**src/rtl/car_control_fsm_gen.sv**
```systemverilog
// Player-car lane controller: tick-paced horizontal movement with step
// acceleration, wall/rival crashes, lives and respawn handling.
module car_control_fsm_gen #(
  parameter int TICK_DIV    = 10_000_000,
  parameter int X_W         = 10,
  parameter int TRACK_LEFT  = 244,
  parameter int TRACK_RIGHT = 318,
  parameter int CAR_W       = 14,
  parameter int START_X     = 270,
  parameter int STEP_MIN    = 1,
  parameter int STEP_MAX    = 4,
  parameter int LIVES       = 3,
  localparam int LW         = $clog2(LIVES+1)
) (
  input  logic           clk,
  input  logic           reset,
  input  logic           btn_left,
  input  logic           btn_right,
  input  logic           btn_center,
  input  logic           rival_collision,
  output logic           running,
  output logic           game_over,
  output logic           crash_pulse,
  output logic [X_W-1:0] car_x,
  output logic [LW-1:0]  lives_left,
  output logic [2:0]     state
);
  localparam int CW  = $clog2(TICK_DIV);
  localparam int SW  = $clog2(STEP_MAX+1);
  localparam int XW1 = X_W + 1;

  typedef enum logic [2:0] {
    S_START = 3'd0, S_IDLE = 3'd1, S_RIGHT = 3'd2,
    S_LEFT  = 3'd3, S_CRASH = 3'd4, S_OVER = 3'd5
  } state_e;

  state_e          state_q, state_d;
  logic [X_W-1:0]  car_x_q, car_x_d;
  logic [SW-1:0]   step_q, step_d;
  logic [LW-1:0]   lives_q, lives_d;
  logic [CW-1:0]   cnt_q, cnt_d;
  logic            rival_q, crash_q, crash_d;
  logic            tick, active, hold, wall;
  logic [XW1-1:0]  right_edge, left_lim;
  logic            hit_r, hit_l;
  logic [SW-1:0]   step_inc;

  assign tick       = (cnt_q == CW'(TICK_DIV-1));
  assign active     = (state_q == S_START) || (state_q == S_IDLE) ||
                      (state_q == S_RIGHT) || (state_q == S_LEFT);
  // Wall tests are done one bit wider so the sum cannot wrap.
  assign right_edge = {1'b0, car_x_q} + XW1'(step_q) + XW1'(CAR_W);
  assign left_lim   = XW1'(TRACK_LEFT) + XW1'(step_q);
  assign hit_r      = right_edge >= XW1'(TRACK_RIGHT);
  assign hit_l      = {1'b0, car_x_q} <= left_lim;
  assign step_inc   = (step_q >= SW'(STEP_MAX)) ? SW'(STEP_MAX) : step_q + SW'(1);

  always_comb begin
    state_d = state_q;
    car_x_d = car_x_q;
    step_d  = step_q;
    lives_d = lives_q;
    crash_d = 1'b0;
    hold    = 1'b0;
    wall    = 1'b0;
    case (state_q)
      S_START: state_d = S_IDLE;
      S_IDLE:  if (btn_left ^ btn_right) state_d = btn_left ? S_LEFT : S_RIGHT;
      S_RIGHT, S_LEFT: begin
        hold = (state_q == S_RIGHT) ? (btn_right & ~btn_left) : (btn_left & ~btn_right);
        if (tick) begin
          if (state_q == S_RIGHT) begin
            if (hit_r) begin
              car_x_d = X_W'(TRACK_RIGHT - CAR_W);
              wall    = 1'b1;
            end else begin
              car_x_d = car_x_q + X_W'(step_q);
              step_d  = step_inc;
            end
          end else begin
            if (hit_l) begin
              car_x_d = X_W'(TRACK_LEFT);
              wall    = 1'b1;
            end else begin
              car_x_d = car_x_q - X_W'(step_q);
              step_d  = step_inc;
            end
          end
        end
        if (!hold) state_d = S_IDLE;
      end
      S_CRASH: if (btn_center) state_d = S_START;
      S_OVER: if (btn_center) begin
        state_d = S_START;
        lives_d = LW'(LIVES);
      end
      default: state_d = S_START;
    endcase
    // A crash overrides whatever the buttons asked for.
    if (active && (rival_q || wall)) begin
      crash_d = 1'b1;
      lives_d = lives_q - LW'(1);
      state_d = (lives_q == LW'(1)) ? S_OVER : S_CRASH;
    end
    if (state_d != S_RIGHT && state_d != S_LEFT) step_d = SW'(STEP_MIN);
    if (state_d == S_START) car_x_d = X_W'(START_X);
    if (state_d == S_START || tick) cnt_d = '0;
    else                            cnt_d = cnt_q + CW'(1);
  end

  always_ff @(posedge clk or posedge reset) begin
    if (reset) begin
      state_q <= S_START;
      car_x_q <= X_W'(START_X);
      step_q  <= SW'(STEP_MIN);
      lives_q <= LW'(LIVES);
      cnt_q   <= '0;
      rival_q <= 1'b0;
      crash_q <= 1'b0;
    end else begin
      state_q <= state_d;
      car_x_q <= car_x_d;
      step_q  <= step_d;
      lives_q <= lives_d;
      cnt_q   <= cnt_d;
      rival_q <= rival_collision;
      crash_q <= crash_d;
    end
  end

  assign running     = active;
  assign game_over   = (state_q == S_OVER);
  assign crash_pulse = crash_q;
  assign car_x       = car_x_q;
  assign lives_left  = lives_q;
  assign state       = state_q;
endmodule

```
**config.mk**
```make
export PLATFORM = sky130hd
export DESIGN_NAME = car_control_fsm_gen
export DESIGN_NICKNAME = d
export VERILOG_FILES = /design/src/rtl/car_control_fsm_gen.sv
export SDC_FILE = /design/constraint.sdc
export NUM_CORES = 1
export LEC_CHECK = 0
export BUFFER_PORTS_ARGS = -buffer_cell sky130_fd_sc_hd__buf_2
export CAP_MARGIN = 10
export CORE_MARGIN = 2
export CORE_UTILIZATION = 35
export DETAILED_ROUTE_END_ITERATION = 8
export SLEW_MARGIN = 0
export SYNTH_ARGS = -nofsm -noshare
export SYNTH_HDL_FRONTEND = slang
export SYNTH_SLANG_ARGS = --single-unit
```
**constraint.sdc**
```tcl
create_clock -name clk -period 7.8 [get_ports clk]
set_input_delay 0.78 -clock clk [delete_from_list [all_inputs] [get_ports clk]]
set_output_delay 0.78 -clock clk [all_outputs]
set_load 0.02 [all_outputs]
```
==> reports/metrics.yaml <==
clocking:
  clk_latency_ps: 300
  htreeDepth: 2
  cts_tree: "done"
  cts_sinks: 44
  root_buffer: "clkbuf_8"
  postCtsSetupBuffers: 0
  post_cts_resized: 0
  clockBufferDepth: 2
  clk_pin_slew_ps: 90
  cts-buffers-inserted: 5
  hold_buffers: 0
routing:
  routedWlPerCell_um: 15.1
  antenna_left: 0
  firstDrtPassIters: 4
  drtIter0Drc: 84
  drc: 0
  wl_mm: 7.30
  vias: 2646
  via_per_inst: 5.47
synth:
  synth_area_per_cell_um2: 8.95
  syn_nets: 381
  synth_flop_cell: "dfrtp_1"
  async_flop_share_pct: 100
  syn_inst: 352
  synth-warning-count: 0
  ys_types: 67
  ys_seq_area_share_pct: 35.2
  ys_ff_latch: 44
  synth-edff-count: 0
  syn_area_um2: 3150
worst_setup_path:
  worst_path_largest_cell_delay_ps: 590
  worstPathArrival_ps: 3930
  path_cells: "inv_1 -> ha_1 -> inv_1 -> ha_1 -> inv_1 -> fa_1 -> nand2b_1 -> a2111oi_2 -> o211ai_1 -> o21a_1 -> a211oi_2 -> o211a_1 -> a21boi_1"
  crit_slowest_cell: "dfstp_2"
  crit_path_start_kind: "flop"
  path_max_fanout: 8
  crit_top_cell: "inv_1"
  worstReg2RegEnd: "step_q[2]"
  reg2reg_depth: 13
  reg2reg_slack_ps: 4100
  end_kind: "flop"
  setup.worst_path.class: "flop to flop"
  cp.required_ps: 8030
  crit-reg2reg-launch: "car_x[1]"
pwr:
  total_power_uw: 553
  leakage_uw: 0.00153
  ir_drop_mv: 0.0812
  powerDensity_nw_per_um2: 159
placement:
  port_buffers: 23
  placedCellCount: 476
  dpl.hpwl_mm: 5.38
  dpl_cell_area_um2: 3380
  gp_congestion: 0.849
sta:
  fin_crit_sh_pct: 47.5
  post-route-min-period_ps: 3700
  fin_skew_ps: 6.19
  rsz0062_at_grt: "no"
  tns_ps: 0
  hold_viol_final: 0
  fmax_mhz: 270
  timing.hold.ws_ps: 511
  tightestPinTransition_ps: 877
  slew_viol_final: 0
  slew-limit-headroom_pct: 41.2
  finalSetupViolCount: 0
hold_path:
  min_to: "cnt_q[0]"
  hp-class: "flop to flop"
  whs_path_depth: 1
  hp-start: "cnt_q[0]"
floorplan:
  dieHeight_um: 98.9
  initial_core_util_pct: 36.1
  die-area_um2: 9780
  die_x_um: 98.9
  row_count: 34
  io_pins: 24
  core_area_um2: 8720
run_status:
  status: "complete, no violations"
global_routing:
  grt_pass1_vias: 2627
  grt_max_degree: 45
  grt_first_pass_wirelength_mm: 12.5
  grt_remaining_overflow: 0
  groute.usage.overall_pct: 15.5
  grt_antenna_before_repair: 0
final_layout:
  multi_input_area_um2: 1880
  design_area_um2: 3470
  fin_cells: 484
  diodes: 0
  syn_to_final_growth_pct: 10.0
  nets: 404
  layout_common_cells: "42 x nor2_1, 37 x dfrtp_1, 29 x inv_1"
  ff_latch_area_um2: 1110
  nFillCells: 882
  final_common_cell: "nor2_1"
  drive_gt1_share_pct: 15.2
run:
  max_cap_violations: 0
-- critical path: cells and delay by family, from the launching register on --
kind,cells,cell delay (ps)
AO/OA/AOI/OAI,6,1670
adder cells (fa/ha/maj),3,890
flip-flops,1,590
buffers and inverters,3,250
AND/OR/NAND/NOR,1,240
-- synthesized netlist by cell type (all sizes together), types with 7 or more instances --
cell / count / area [µm²]
and3: 7 / 45.1
o21ai: 15 / 75.1
ha: 20 / 250
nand2: 23 / 86.3
nand3: 19 / 108
dfstp: 7 / 184
xor2: 18 / 158
nor3: 8 / 51.3
a21oi: 22 / 121
dfrtp: 37 / 926
nor2: 42 / 158
inv: 31 / 116
clkbuf: 7 / 26.3
-- metal layers --
metal	GRT usage, %	vias to the layer above	part of all wire [%]
met4	3.27	0	1.2
met2	26.4	56	48
met5	0	-	0
met3	2.62	9	4.5
li1	-	1295	-
met1	20.9	1286	47
-- registers in the layout, indices dropped and copies added, names as in the netlist --
register     cells
car_x           10
state            3
rival_q          1
crash_pulse      1
step_q           3
cnt_q           24
lives_left       2
-- per-stage QoR --
stage / util, % / worst slack, ps
finish: 39.8 / 4100
global route: 39.8 / 3720
CTS: 39.8 / 4080
detailed placement: 38.8 / 4120
global placement: 38.8 / 4230
floorplan: - / 4360
-- worst max-delay path by stage --
stage,startpoint,to,slack [ps],cells after the start
after global placement,car_x[1],step_q[2],4230,13
after global routing,car_x[1],step_q[2],3720,12
after CTS,car_x[1],step_q[2],4080,13
final,car_x[1],step_q[2],4100,13
after floorplan,car_x[1],state[0],4360,13
after detailed placement,car_x[1],step_q[2],4120,13
-- power by group --
part	switching [µW]	total, µW	leakage (µW)	internal, µW
registers	24.0	277	0.000578	253
clock network	82.4	145	0.0000412	62.7
logic	83.5	130	0.000908	47.0
-- kinds of logic after synthesis --
group | count (synthesis) | share of synthesized area, %
flip-flops | 44 | 35.2
AO/OA/AOI/OAI | 84 | 19.8
buffers and inverters | 41 | 5.20
AND/OR/NAND/NOR | 131 | 21.6
XOR/XNOR | 24 | 6.67
adder cells (fa/ha/maj) | 23 | 9.85
multiplexers | 5 | 1.75
-- final cells by class --
cell class	instances	share of cell area, %
Sequential cell	44	32.0
Timing Repair Buffer	26	3.97
Clock buffer	6	2.09
Tap cell	108	3.90
Inverter	31	3.36
Multi-Input combinational cell	267	54.3
Clock inverter	2	0.361
(Power assumes the default switching activity.)
